<file path="config.mk">
export PLATFORM = sky130hd
export DESIGN_NAME = hc86_tester
export DESIGN_NICKNAME = d
export VERILOG_FILES = /design/src/rtl/hc86_tester.sv
export SDC_FILE = /design/constraint.sdc
export NUM_CORES = 1
export LEC_CHECK = 0
export ABC_AREA = 1
export CAP_MARGIN = 20
export CORE_MARGIN = 1
export CORE_UTILIZATION = 50
export CTS_CLUSTER_SIZE = 40
export DETAILED_ROUTE_END_ITERATION = 7
export PLACE_DENSITY = 0.79
export RECOVER_POWER = 100
export SETUP_SLACK_MARGIN = 0.2
export SYNTH_ARGS = -nofsm -noshare
export SYNTH_HDL_FRONTEND = slang
export SYNTH_SLANG_ARGS = --single-unit
</file>
<file path="constraint.sdc">
create_clock -name clk -period 1.75 [get_ports clk]
set_input_delay 0.175 -clock clk [delete_from_list [all_inputs] [get_ports clk]]
set_output_delay 0.175 -clock clk [all_outputs]
set_load 0.05 [all_outputs]
</file>
<file path="src/rtl/hc86_tester.sv">
// hc86_tester: exhaustive tester for a quad 2-input XOR (74HC86 footprint).
// Walks all 256 A/B combinations and waits a settle window for each one.
// Samples the synchronized Y pins and checks them against A^B.
// Reports per-gate sticky failure flags and a saturating error count.
// Also records the index of the first failing vector.
module hc86_tester #(
  parameter int unsigned SETTLE_CYCLES = 4
) (
  input  logic       clk,
  input  logic       rst_n,
  input  logic       start,
  input  logic       abort,
  input  logic [3:0] pin_y,
  output logic [3:0] pin_a,
  output logic [3:0] pin_b,
  output logic       pin_oe,
  output logic       busy,
  output logic       done,
  output logic       pass,
  output logic [3:0] fail_mask,
  output logic [7:0] err_cnt,
  output logic [7:0] first_fail_vec,
  output logic       first_fail_vld
);

  typedef enum logic [2:0] {IDLE, DRIVE, SETTLE, SAMPLE, FINISH} state_t;

  localparam logic [7:0] SETTLE_LOAD = 8'(SETTLE_CYCLES - 1);

  state_t     state, state_nxt;
  logic [7:0] vec;
  logic [7:0] settle_cnt;
  logic [3:0] y_s1, y_s;
  logic [3:0] expected, mism;
  logic       run, accept, last_vec;

  assign run      = (state == DRIVE) || (state == SETTLE) || (state == SAMPLE);
  assign accept   = (state == IDLE) && start && !abort;
  assign last_vec = (vec == 8'hFF);
  assign expected = vec[7:4] ^ vec[3:0];
  assign mism     = y_s ^ expected;

  assign busy   = run;
  assign pin_oe = run;
  assign done   = (state == FINISH);

  // Two-flop synchronizer for the asynchronous chip outputs
  always_ff @(posedge clk or negedge rst_n) begin
    if (!rst_n) begin
      y_s1 <= '0;
      y_s  <= '0;
    end else begin
      y_s1 <= pin_y;
      y_s  <= y_s1;
    end
  end

  // State register
  always_ff @(posedge clk or negedge rst_n) begin
    if (!rst_n) state <= IDLE;
    else        state <= state_nxt;
  end

  // Next-state logic; abort wins over every other transition while running
  always_comb begin
    state_nxt = state;
    case (state)
      IDLE:    if (accept) state_nxt = DRIVE;
      DRIVE:   state_nxt = abort ? IDLE : SETTLE;
      SETTLE:  if (abort) state_nxt = IDLE;
               else if (settle_cnt == '0) state_nxt = SAMPLE;
      SAMPLE:  if (abort) state_nxt = IDLE;
               else state_nxt = last_vec ? FINISH : DRIVE;
      FINISH:  state_nxt = IDLE;
      default: state_nxt = IDLE;
    endcase
  end

  // Vector sequencing, pin drive, settle timing and result accumulation
  always_ff @(posedge clk or negedge rst_n) begin
    if (!rst_n) begin
      vec            <= '0;
      settle_cnt     <= '0;
      pin_a          <= '0;
      pin_b          <= '0;
      pass           <= 1'b0;
      fail_mask      <= '0;
      err_cnt        <= '0;
      first_fail_vec <= '0;
      first_fail_vld <= 1'b0;
    end else if (run && abort) begin
      // Partial fail_mask/err_cnt stay visible after an abort
      pin_a <= '0;
      pin_b <= '0;
      pass  <= 1'b0;
    end else begin
      case (state)
        IDLE: begin
          if (accept) begin
            vec            <= '0;
            pass           <= 1'b0;
            fail_mask      <= '0;
            err_cnt        <= '0;
            first_fail_vec <= '0;
            first_fail_vld <= 1'b0;
          end
        end
        DRIVE: begin
          pin_a      <= vec[7:4];
          pin_b      <= vec[3:0];
          settle_cnt <= SETTLE_LOAD;
        end
        SETTLE: begin
          if (settle_cnt != '0) settle_cnt <= settle_cnt - 8'd1;
        end
        SAMPLE: begin
          fail_mask <= fail_mask | mism;
          if (mism != '0) begin
            if (err_cnt != '1) err_cnt <= err_cnt + 8'd1;
            if (!first_fail_vld) begin
              first_fail_vec <= vec;
              first_fail_vld <= 1'b1;
            end
          end
          if (last_vec) begin
            // pass must include this final sample, so it is computed from the merged mask
            pass  <= ((fail_mask | mism) == '0);
            pin_a <= '0;
            pin_b <= '0;
          end else begin
            vec <= vec + 8'd1;
          end
        end
        default: ;
      endcase
    end
  end

endmodule
</file>
; ---- After elaboration in Yosys (flattened, before gate mapping)
; Index checks and enable logic that the tools add are counted.
[word_totals]
regBits = 57
in_bits = 8
output_inout_bits = 33
wordCells = 89
[op_classes]
add_sub_neg = 3
eq_ne = 15
n_mux = 31
n_bitwise = 4
n_reduce_logical = 24
[op_table]
columns = operator, n
row1 = 8-bit case mux with 2 select lines, 4
row2 = 8-bit two-way mux, 7
row3 = 4-bit case mux with 2 select lines, 3
row4 = 8-bit by 1-bit adder with 8-bit output (second input constant), 2
row5 = 4-bit two-way mux, 4
row6 = 3-bit two-way mux, 5
row7 = 3-bit case mux with 4 select lines, 1
row8 = 5-bit AND reduction, 2
row9 = 3-bit by 2-bit inequality test with 1-bit output (second input constant), 3
row10 = 3-bit AND reduction, 3
row11 = 8-bit equality test (second input constant), 1
row12 = 8-bit zero test, 1
row13 = 8-bit inequality test (second input constant), 1
row14 = 4-bit AND reduction, 2
row15 = 8-bit nonzero test, 1
row16 = 8-bit by 1-bit subtractor with 8-bit output (second input constant), 1
row17 = 4-bit bitwise XOR, 2
row18 = 3-bit by 2-bit equality test with 1-bit output (second input constant), 2
row19 = 2-bit by 1-bit inequality test with 1-bit output (second input constant), 3
row20 = 2-bit inequality test (second input constant), 3
row21 = 3-bit nonzero test, 2
row22 = 4-bit zero test, 1
row23 = 1-bit two-way mux, 4
row24 = 4-bit bitwise OR, 1
row25 = other kinds (12), 18

; ---- Depth between registers and ports, before layout
; Gate-level depths: netlist of run 1.
[depth]
depth_word = 7
ltp_mapped = 10
mapped_depth_nobuf = 10

; ---- Least setup slack after synthesis of run 1
; OpenSTA, ideal clock, no wires.
[synth_path]
kind = flip-flop to flip-flop
from = register state[2]
to = register settle_cnt[5]
setup_time_ps = 126
arrival_ps = 1890
required_time_ps = 1624
setup_slack_ps = -266
path_stages_with_launch = 8
path_buffers = 0
synth_period_minus_slack_ps = 2016
path_cell_list = dfrtp_1 > nor2_1 > and3_2 > nand2_1 > nand2_4 > inv_2 > nand2_1 > o21ai_0
[synth_via]
elab_chain_len = 6
elab_cells_between_ends = 11
classes_between = eq/ne: 4 / mux: 1 / bitwise: 1 / reduce/logical: 5
[synth_lines]
columns = item, line
row1 = start: declaration, 30  ; state_t state, state_nxt;
row2 = start signal: assignment, 61  ; else state <= state_nxt;
row3 = 3-bit by 1-bit equality test with 1-bit output / 3-bit by 2-bit equality test with 1-bit output (equally long branches), 37  ; assign run = (state == DRIVE) || (state == SETTLE) || (state == SAMPLE);
row4 = 1-bit logical OR, 37
row5 = 1-bit logical OR *, 37
row6 = net busy, 17  ; output logic busy,
row7 = 1-bit logical AND *, 91  ; end else if (run && abort) begin
row8 = 1-bit inverter (no line) *, -
row9 = 3-bit AND reduction (no line) *, -
row10 = end signal: assignment, 114  ; if (settle_cnt != '0) settle_cnt <= settle_cnt - 8'd1;
row11 = end: declaration, 32  ; logic [7:0] settle_cnt;
; The timed path passes the listed nets; every way through them passes the cells marked *.
; A chain may end at the register's enable or synchronous reset.

; ---- Worst setup path in the final report of run 1
[layout_path]
from = register state[1]
to = output port done
[layout_via]
elab_chain_len = 1
[layout_lines]
columns = item, line
row1 = 3-bit equality test, 45  ; assign done = (state == FINISH);
row2 = end: declaration, 18  ; output logic done,
; No other way between the ends.

==> flow_summary.html, run 1 <==
<table>
<tr><th>Metric</th><th>Value</th></tr>
<tr><th colspan="2">Run status</th></tr>
<tr><td>Run status</td><td>finished, final reports clean</td></tr>
<tr><th colspan="2">Timing</th></tr>
<tr><td>Transition time of the tightest slew-check pin</td><td>~630 ps</td></tr>
<tr><td>Total count of max-transition violations in the final report</td><td>0</td></tr>
<tr><td>Sum of negative setup slack</td><td>0 ps</td></tr>
<tr><td>RSZ-0062 raised after global routing</td><td>yes</td></tr>
<tr><td>Final worst path period need</td><td>between 1500 and 2000 ps</td></tr>
<tr><td>Max frequency</td><td>0.6114 GHz</td></tr>
<tr><td>Clock tree skew after final layout</td><td>between 10 and 15 ps</td></tr>
<tr><td>Worst-case headroom to the max-slew limit</td><td>between 50 and 60%</td></tr>
<tr><td>Endpoints failing hold</td><td>0</td></tr>
<tr><td>Share of the cycle needed by the critical path after routing</td><td>93.46%</td></tr>
<tr><td>Hold slack final</td><td>about 350 ps</td></tr>
<tr><td>Number of setup violations in the final report</td><td>0</td></tr>
<tr><th colspan="2">Job</th></tr>
<tr><td>Max-cap violation count</td><td>0</td></tr>
<tr><th colspan="2">GRT</th></tr>
<tr><td>Number of global-route vias before repair</td><td>approximately 2500</td></tr>
<tr><td>Total track usage</td><td>between 20% and 30%</td></tr>
<tr><td>First-pass GRT wire length</td><td>between 10000 and 15000 microns</td></tr>
<tr><td>Total global routing overflow</td><td>0</td></tr>
<tr><td>Largest net degree at the start of global routing</td><td>33</td></tr>
<tr><td>Number of antenna violations at the first check in global routing</td><td>0</td></tr>
<tr><th colspan="2">Finish</th></tr>
<tr><td>Total non-filler cell area in the finished layout</td><td>between 3000 and 4000 sq um</td></tr>
<tr><td>Final cell count without fillers</td><td>about 530</td></tr>
<tr><td>Count of inserted antenna diode cells</td><td>0</td></tr>
<tr><td>Net count reported at finish</td><td>~460</td></tr>
<tr><td>Final Core Density</td><td>a little under three quarters</td></tr>
<tr><td>Number of fill cells in the layout</td><td>between 400 and 500</td></tr>
<tr><td>Layout cells sized above 1</td><td>about 25%</td></tr>
<tr><td>Area growth from synthesis to layout</td><td>35.36%</td></tr>
<tr><th colspan="2">Clock tree</th></tr>
<tr><td>CTS HTree Levels</td><td>3</td></tr>
<tr><td>Worst-skew pair later-pin latency</td><td>approximately 340 ps</td></tr>
<tr><td>Clock net sink count</td><td>between 50 and 60</td></tr>
<tr><td>Clock tree from TritonCTS</td><td>built</td></tr>
<tr><td>TritonCTS buffer count</td><td>9</td></tr>
<tr><td>CTS max path bufs</td><td>2</td></tr>
<tr><td>Cell at the root of the clock tree</td><td>clkbuf_8</td></tr>
<tr><td>Clock transition at the register clock pins on the worst setup and hold paths after CTS</td><td>approximately 60 ps</td></tr>
<tr><th colspan="2">Placement</th></tr>
<tr><td>Gpl congestion</td><td>between 0.8 and 0.9</td></tr>
<tr><td>Number of buffer cells added on primary ports</td><td>40</td></tr>
<tr><td>Total half-perimeter wirelength after legalization and detailed placement</td><td>roughly 4800 microns</td></tr>
<tr><td>Total cell area at the placement stage</td><td>3516 sq um</td></tr>
<tr><td>Placed Instances</td><td>approximately 490</td></tr>
<tr><th colspan="2">Synthesis</th></tr>
<tr><td>Most instantiated library cell after synthesis</td><td>nand2_1</td></tr>
<tr><td>Sequential area share after synthesis</td><td>48.39%</td></tr>
<tr><td>Avg Inst Size Synth</td><td>roughly 7.9 sq um</td></tr>
<tr><td>Largest cells by area after synthesis</td><td>dfrtp_1 (48%), nand2_1 (15%), nor2_1 (5.0%)</td></tr>
<tr><td>EDFF count, synth</td><td>0</td></tr>
<tr><td>Synthesized flop and latch total</td><td>57</td></tr>
<tr><td>Yosys top cell area share</td><td>around half</td></tr>
<tr><td>Top cells by count, synth</td><td>nand2_1 (115), dfrtp_1 (57), nor2_1 (39), inv_1 (32), nand3_1 (29)</td></tr>
<tr><td>Total number of yosys warnings</td><td>0</td></tr>
<tr><td>Netlist area before placement</td><td>approximately 3000 sq um</td></tr>
<tr><td>Synth area leader</td><td>dfrtp_1</td></tr>
<tr><td>Most used flip-flop cell after synthesis</td><td>dfrtp_1</td></tr>
<tr><td>Post-synthesis cell count</td><td>roughly 370</td></tr>
<tr><td>Mapped Nets</td><td>roughly 380</td></tr>
<tr><td>Async SR Flop Fraction</td><td>100.0%</td></tr>
<tr><td>Unique cell type count in the Yosys netlist</td><td>27</td></tr>
<tr><th colspan="2">Floorplan</th></tr>
<tr><td>Die X</td><td>a little under 80 microns</td></tr>
<tr><td>Floorplan core area</td><td>between 5000 and 6000 sq um</td></tr>
<tr><td>Initial core utilization</td><td>a little over half</td></tr>
<tr><td>Full die area</td><td>6207 sq um</td></tr>
<tr><td>Total I/O pin count</td><td>41</td></tr>
<tr><td>Die span in y</td><td>78.79 microns</td></tr>
<tr><td>Row Count</td><td>27</td></tr>
<tr><th colspan="2">Critical path</th></tr>
<tr><td>CP Cell Sequence</td><td>nor2_1 -&gt; inv_1 -&gt; nor2_2 -&gt; buf_12</td></tr>
<tr><td>Data required time at the worst endpoint</td><td>about 1600 ps</td></tr>
<tr><td>Worst setup path class</td><td>reg2out</td></tr>
<tr><td>Type of element capturing the critical path</td><td>output pin</td></tr>
<tr><td>Type of origin of the critical path</td><td>flop</td></tr>
<tr><td>Maximum fanout along the worst path</td><td>3</td></tr>
<tr><td>Arrival time of the worst setup path</td><td>between 1000 and 1500 ps</td></tr>
<tr><td>Register-to-register setup slack</td><td>roughly 120 ps</td></tr>
<tr><td>Slowest-stage cell, CP</td><td>dfrtp_1</td></tr>
<tr><td>Max stage delay on crit path</td><td>just over 400 ps</td></tr>
<tr><th colspan="2">Drt</th></tr>
<tr><td>Routed length per placed instance</td><td>around 14 microns</td></tr>
<tr><td># DRC</td><td>0</td></tr>
<tr><td>Drt first pass iters</td><td>5</td></tr>
<tr><td>Detailed router's first-iteration violation count</td><td>approximately 240</td></tr>
<tr><td>DRT antenna net count</td><td>0</td></tr>
<tr><td>Mean number of vias per cell</td><td>between 5 and 6</td></tr>
<tr><td>Number of vias in the routed layout</td><td>2819</td></tr>
<tr><td>Total wire length</td><td>7292 microns</td></tr>
<tr><th colspan="2">Power</th></tr>
<tr><td>Power density cells</td><td>around 1300 nW/um^2</td></tr>
<tr><td>Largest vdd supply drop</td><td>just under 1 mV</td></tr>
<tr><td>Reported leakage power</td><td>2.022 nW</td></tr>
<tr><th colspan="2">Min path</th></tr>
<tr><td>Worst min-delay path class</td><td>reg2reg</td></tr>
</table>
-- critical path, delay by kind of cell (launching register included) --
kind | cells | cell delay, ps
AND/OR/NAND/NOR | 2 | 450
flip-flops | 1 | 410
buffers and inverters | 2 | 250
-- metal layers --
| metal | up-vias | share of wire, % | global-route usage, % |
|---|---|---|---|
| met1 | 1299 | 43 | 32.78 |
| met2 | 132 | 48 | 36.43 |
| met4 | 0 | 2.9 | 9.444 |
| li1 | 1363 | - | - |
| met5 | - | 0 | 0 |
| met3 | 25 | 6.4 | 5.862 |
-- path summary, 6_finish.rpt --
path,start,end,cells after the start
setup reg to reg,state[1],vec[6],8
setup / recovery,state[1],done,4
hold / removal,y_s1[2],y_s[2],0
min in group asynchronous,rst_n,first_fail_vec[0],2
max in group asynchronous,rst_n,state[2],3
hold reg to reg,y_s1[2],y_s[2],0
-- logic make-up (layout without fill, tap and decap cells) --
kind of cell             Yosys count  in the layout  synth area share (%)
AO/OA/AOI/OAI                     34             34                 6.112
buffers and inverters             45            128                 7.131
flip-flops                        57             57                 48.39
adder cells (fa/ha/maj)            4              4                 1.698
AND/OR/NAND/NOR                  223            223                 34.00
XOR/XNOR                           9              9                 2.674
-- area by class of cell --
type	count	area, sq um	share of cell area [%]
clock inverter	6	57.56	1.442
inverter	37	151.4	3.794
tap	72	90.09	2.258
clock buffer	10	137.6	3.449
timing repair buffer	75	651.9	16.34
multi-input combinational	270	1463	36.66
sequential	57	1439	36.06
-- cell usage in the layout (no fill, tap or decap), types with 5 or more instances in the layout --
| master | count |
|---|---|
| nand2_1 | 105 |
| dfrtp_1 | 47 |
| nor2_1 | 32 |
| dlygate4sd2_1 | 29 |
| inv_1 | 26 |
| nand3_1 | 26 |
| buf_4 | 24 |
| nand4_1 | 19 |
| o21ai_1 | 14 |
| nand2_2 | 11 |
| o21ai_0 | 11 |
| clkbuf_8 | 10 |
| dfrtp_2 | 10 |
| buf_6 | 9 |
| inv_2 | 8 |
| xor2_1 | 8 |
| nor2_4 | 7 |
| a21oi_1 | 6 |
| dlygate4sd3_1 | 5 |
-- repair_timing --
| item | CTS | global route |
|---|---|---|
| gates resized for setup | 41 | 56 |
| endpoints found under the hold margin | 25 | 0 |
| gates cloned | 0 | 0 |
| pin swaps | 3 | 10 |
| hold buffers | 1 | 0 |
| buffers inserted | 6 | 13 |
| setup endpoints to repair | 67 | 47 |
-- report_power, final --
part | switching (mW) | total, mW | leakage [nW] | internal (mW)
registers | 0.161 | 1.68 | 0.746 | 1.52
logic | 1.43 | 2.15 | 1.17 | 0.714
clock network | 0.528 | 1.21 | 0.102 | 0.685
total | 2.12 | 5.04 | 2.02 | 2.91
-- registers in the layout, summed over array words and instances, names as in the netlist --
| register | flops |
|---|---|
| vec | 8 |
| fail_mask | 4 |
| y_s | 4 |
| y_s1 | 4 |
| first_fail_vec | 8 |
| pass | 1 |
| settle_cnt | 8 |
| pin_b | 4 |
| state | 3 |
| first_fail_vld | 1 |
| pin_a | 4 |
| err_cnt | 8 |
-- through the flow --
| stage | setup slack [ps] | total power, mW |
|---|---|---|
| after floorplan | 234.8 | 3.051 |
| after global placement | 142.3 | 3.557 |
| after detailed placement | 90.22 | 3.593 |
| after CTS | 199.7 | 4.828 |
| after global routing | 45.38 | 5.354 |
| final | 114.4 | 5.037 |
Note: power is estimated with default switching activity, not from simulation.
==> run 2: changes to the inputs <==
--- a/config.mk
+++ b/config.mk
@@ -7,10 +7,12 @@
 export LEC_CHECK = 0
 export ABC_AREA = 1
 export CAP_MARGIN = 20
+export CORE_ASPECT_RATIO = 0.7
 export CORE_MARGIN = 1
 export CORE_UTILIZATION = 50
 export CTS_CLUSTER_SIZE = 40
 export DETAILED_ROUTE_END_ITERATION = 7
+export GPL_ROUTABILITY_DRIVEN = 0
 export PLACE_DENSITY = 0.79
 export RECOVER_POWER = 100
 export SETUP_SLACK_MARGIN = 0.2
==> flow_summary.html, run 2 (synthesized netlist as in run 1, its figures left out) <==
<table>
<tr><th>Metric</th><th>Value</th></tr>
<tr><th colspan="2">Run status</th></tr>
<tr><td>Run status</td><td>finished, final reports clean</td></tr>
<tr><th colspan="2">Floorplan</th></tr>
<tr><td>Full die area</td><td>6212 sq um (about the same)</td></tr>
<tr><td>Die X</td><td>93.78 microns (+19%)</td></tr>
<tr><td>Row Count</td><td>22 (-19%)</td></tr>
<tr><td>Floorplan core area</td><td>5450 sq um (-2.8%)</td></tr>
<tr><td>Initial core utilization</td><td>54.09% (+1.5 points)</td></tr>
<tr><td>Die span in y</td><td>66.24 microns (-16%)</td></tr>
<tr><td>Total I/O pin count</td><td>41 (unchanged)</td></tr>
<tr><th colspan="2">Drt</th></tr>
<tr><td>Total wire length</td><td>7843 microns (+7.6%)</td></tr>
<tr><td>DRT antenna net count</td><td>0 (unchanged)</td></tr>
<tr><td>Drt first pass iters</td><td>5 (unchanged)</td></tr>
<tr><td>Routed length per placed instance</td><td>14.88 microns (+7.6%)</td></tr>
<tr><td>Detailed router's first-iteration violation count</td><td>220 (-9.1%)</td></tr>
<tr><td>Mean number of vias per cell</td><td>5.343 (-0.11%)</td></tr>
<tr><td># DRC</td><td>0 (unchanged)</td></tr>
<tr><td>Number of vias in the routed layout</td><td>2816 (-0.11%)</td></tr>
<tr><th colspan="2">Critical path</th></tr>
<tr><td>Type of element capturing the critical path</td><td>flop</td></tr>
<tr><td>Most repeated library cell on the critical path</td><td>nand2_2</td></tr>
<tr><td>Arrival time of the worst setup path</td><td>1910 ps (+450 ps)</td></tr>
<tr><td>Data required time at the worst endpoint</td><td>2010 ps (+440 ps)</td></tr>
<tr><td>Slowest-stage cell, CP</td><td>dfrtp_1</td></tr>
<tr><td>Maximum fanout along the worst path</td><td>9 (+6)</td></tr>
<tr><td>Type of origin of the critical path</td><td>flop</td></tr>
<tr><td>CP Cell Sequence</td><td>nand2_2 -&gt; nor2_4 -&gt; inv_4 -&gt; nand2_2 -&gt; nand3_4 -&gt; inv_6 -&gt; clkbuf_2 -&gt; nand2_1 -&gt; a21oi_1</td></tr>
<tr><td>Max stage delay on crit path</td><td>450 ps (+40 ps)</td></tr>
<tr><td>Worst setup path class</td><td>reg2reg</td></tr>
<tr><th colspan="2">Timing</th></tr>
<tr><td>Clock tree skew after final layout</td><td>9.275 ps (-0.7777 ps)</td></tr>
<tr><td>RSZ-0062 raised after global routing</td><td>yes</td></tr>
<tr><td>Max frequency</td><td>0.6041 GHz (-1.2%)</td></tr>
<tr><td>Number of setup violations in the final report</td><td>0 (unchanged)</td></tr>
<tr><td>Sum of negative setup slack</td><td>0 ps (unchanged)</td></tr>
<tr><td>Endpoints failing hold</td><td>0 (unchanged)</td></tr>
<tr><td>Final setup margin</td><td>94.64 ps (-19.79 ps)</td></tr>
<tr><td>Worst-case headroom to the max-slew limit</td><td>48.02% (-9.8 points)</td></tr>
<tr><td>Transition time of the tightest slew-check pin</td><td>779.7 ps (+147.0 ps)</td></tr>
<tr><td>Total count of max-transition violations in the final report</td><td>0 (unchanged)</td></tr>
<tr><td>Share of the cycle needed by the critical path after routing</td><td>94.59% (+1.1 points)</td></tr>
<tr><td>Final worst path period need</td><td>1655 ps (+19.79 ps)</td></tr>
<tr><th colspan="2">Job</th></tr>
<tr><td>Max-cap violation count</td><td>0 (unchanged)</td></tr>
<tr><th colspan="2">GRT</th></tr>
<tr><td>Number of antenna violations at the first check in global routing</td><td>0 (unchanged)</td></tr>
<tr><td>GRT met3 Usage</td><td>8.736% (+2.9 points)</td></tr>
<tr><td>Total global routing overflow</td><td>0 (unchanged)</td></tr>
<tr><td>Total track usage</td><td>24.89% (+0.95 points)</td></tr>
<tr><td>First-pass GRT wire length</td><td>11580 microns (+1.3%)</td></tr>
<tr><td>Met1 track demand over resource in global routing</td><td>33.58% (+0.79 points)</td></tr>
<tr><td>Number of global-route vias before repair</td><td>2481 (-0.28%)</td></tr>
<tr><td>Met2 Resource Use GR</td><td>37.96% (+1.5 points)</td></tr>
<tr><td>Most heavily used metal layer in global routing</td><td>met2</td></tr>
<tr><td>Largest net degree at the start of global routing</td><td>58 (+76%)</td></tr>
<tr><th colspan="2">Power</th></tr>
<tr><td>Switching power summed over all nets</td><td>2.156 mW (+1.6%)</td></tr>
<tr><td>Largest vdd supply drop</td><td>0.7482 mV (-23%)</td></tr>
<tr><td>Cell internal power dissipation</td><td>2.920 mW (+0.18%)</td></tr>
<tr><td>Reported leakage power</td><td>2.059 nW (+1.8%)</td></tr>
<tr><td>Share of total power consumed by net switching</td><td>42.47% (+0.34 points)</td></tr>
<tr><td>Power density cells</td><td>1274 nW/um^2 (+0.94%)</td></tr>
<tr><td>Share of total power in the clock network</td><td>24.8% (+0.7 points)</td></tr>
<tr><td>Relative contribution of combinational cells to total power</td><td>41.9% (-0.7 points)</td></tr>
<tr><td>Share of total power in sequential cells</td><td>33.3% (about the same)</td></tr>
<tr><th colspan="2">Min path</th></tr>
<tr><td>Worst min-delay path class</td><td>reg2reg</td></tr>
<tr><th colspan="2">Clock tree</th></tr>
<tr><td>TritonCTS buffer count</td><td>9 (unchanged)</td></tr>
<tr><td>Clock transition at the register clock pins on the worst setup and hold paths after CTS</td><td>70 ps (about the same)</td></tr>
<tr><td>Clock tree from TritonCTS</td><td>built</td></tr>
<tr><td>CTS HTree Levels</td><td>3 (unchanged)</td></tr>
<tr><td>Clock net sink count</td><td>57 (unchanged)</td></tr>
<tr><td>Worst-skew pair later-pin latency</td><td>340 ps (about the same)</td></tr>
<tr><td>CTS max path bufs</td><td>2 (unchanged)</td></tr>
<tr><td>Cell at the root of the clock tree</td><td>clkbuf_8</td></tr>
<tr><th colspan="2">Finish</th></tr>
<tr><td>Layout cells sized above 1</td><td>22.42% (-3.1 points)</td></tr>
<tr><td>Area growth from synthesis to layout</td><td>35.14%</td></tr>
<tr><td>Total non-filler cell area in the finished layout</td><td>3984 sq um (-0.16%)</td></tr>
<tr><td>Number of fill cells in the layout</td><td>412 (-4.8%)</td></tr>
<tr><td>Most frequent standard cell in the layout excluding fill and tap cells</td><td>nand2_1</td></tr>
<tr><td>Leading cell types in the layout, fill and taps excluded</td><td>nand2_1 (108), dfrtp_1 (50), nor2_1 (33)</td></tr>
<tr><td>Net count reported at finish</td><td>462 (unchanged)</td></tr>
<tr><td>Count of inserted antenna diode cells</td><td>0 (unchanged)</td></tr>
<tr><th colspan="2">Placement</th></tr>
<tr><td>Total cell area at the placement stage</td><td>3528 sq um (+0.36%)</td></tr>
<tr><td>Total half-perimeter wirelength after legalization and detailed placement</td><td>4836 microns (+1.1%)</td></tr>
<tr><td>Number of buffer cells added on primary ports</td><td>40 (unchanged)</td></tr>
<tr><td>Worst setup slack after placement</td><td>66.51 ps (-23.71 ps)</td></tr>
</table>
-- run 2: cell count changes in the layout (fill, tap and decap cells not counted), sizes merged, moves of 2 or more --
cell and delta:
clkinv -4, clkbuf +5, inv +2, buf -3
-- run 2: area by class of cell --
type / count / area, sq um / share of cell area (%)
clock inverter: 3 / 40.04 / 1.005
sequential: 57 / 1435 / 36.02
tap: 72 / 90.09 / 2.261
inverter: 37 / 148.9 / 3.737
timing repair buffer: 73 / 621.8 / 15.61
clock buffer: 13 / 158.9 / 3.989
multi-input combinational: 272 / 1489 / 37.37
-- run 2: worst paths after layout --
check | startpoint | to | slack [ps] | cells past startpoint
worst max-delay path | state[0] | first_fail_vld | 90 | 9
worst min-delay path | y_s1[2] | y_s[2] | 350 | 0
worst max register to register | state[0] | first_fail_vld | 90 | 9
worst min register to register | y_s1[2] | y_s[2] | 350 | 0
max in group asynchronous | rst_n | err_cnt[1] | 630 | 3
min in group asynchronous | rst_n | state[1] | 550 | 3
-- run 2: metrics by stage --
stage	utilization, %	power, mW	cells	hold WS, ps
2_1_floorplan	-	3.051	372	-120.6
3_3_place_gp	64.74	3.567	493	196.1
3_5_place_dp	64.74	3.594	493	199.6
4_1_cts	69.31	4.871	513	271.2
5_1_grt	73.09	5.360	527	362.4
6_report	73.09	5.076	527	351.3
-- run 2: critical path: cells and delay by family (launching register included) --
kind            cells  cell delay (ps)
compound gates      1              160
flops               1              450
simple gates        5              570
buf+inv             3              400
-- run 2: metal layers --
| metal | share of wire, % | vias up |
|---|---|---|
| met2 | 46 | 134 |
| met1 | 45 | 1296 |
| li1 | - | 1369 |
| met4 | 1.7 | 0 |
| met5 | 0 | - |
| met3 | 7.7 | 17 |
-- run 2: power by group through the flow --
stage | registers (mW) | logic (mW) | clock network [mW]
6_report | 1.69 | 2.13 | 1.26
5_1_grt | 1.71 | 2.30 | 1.35
4_1_cts | 1.66 | 1.95 | 1.26
3_5_place_dp | 1.69 | 1.90 | 0
3_3_place_gp | 1.68 | 1.88 | 0
2_1_floorplan | 1.97 | 1.08 | 0
-- run 2: what timing repair did --
item	in CTS	in global routing
hold buffers	1	0
hold endpoints to repair	57	0
endpoints found under the setup margin	59	43
gates resized for setup	43	37
setup buffers	3	12
gates cloned	0	2
pin swaps	2	18
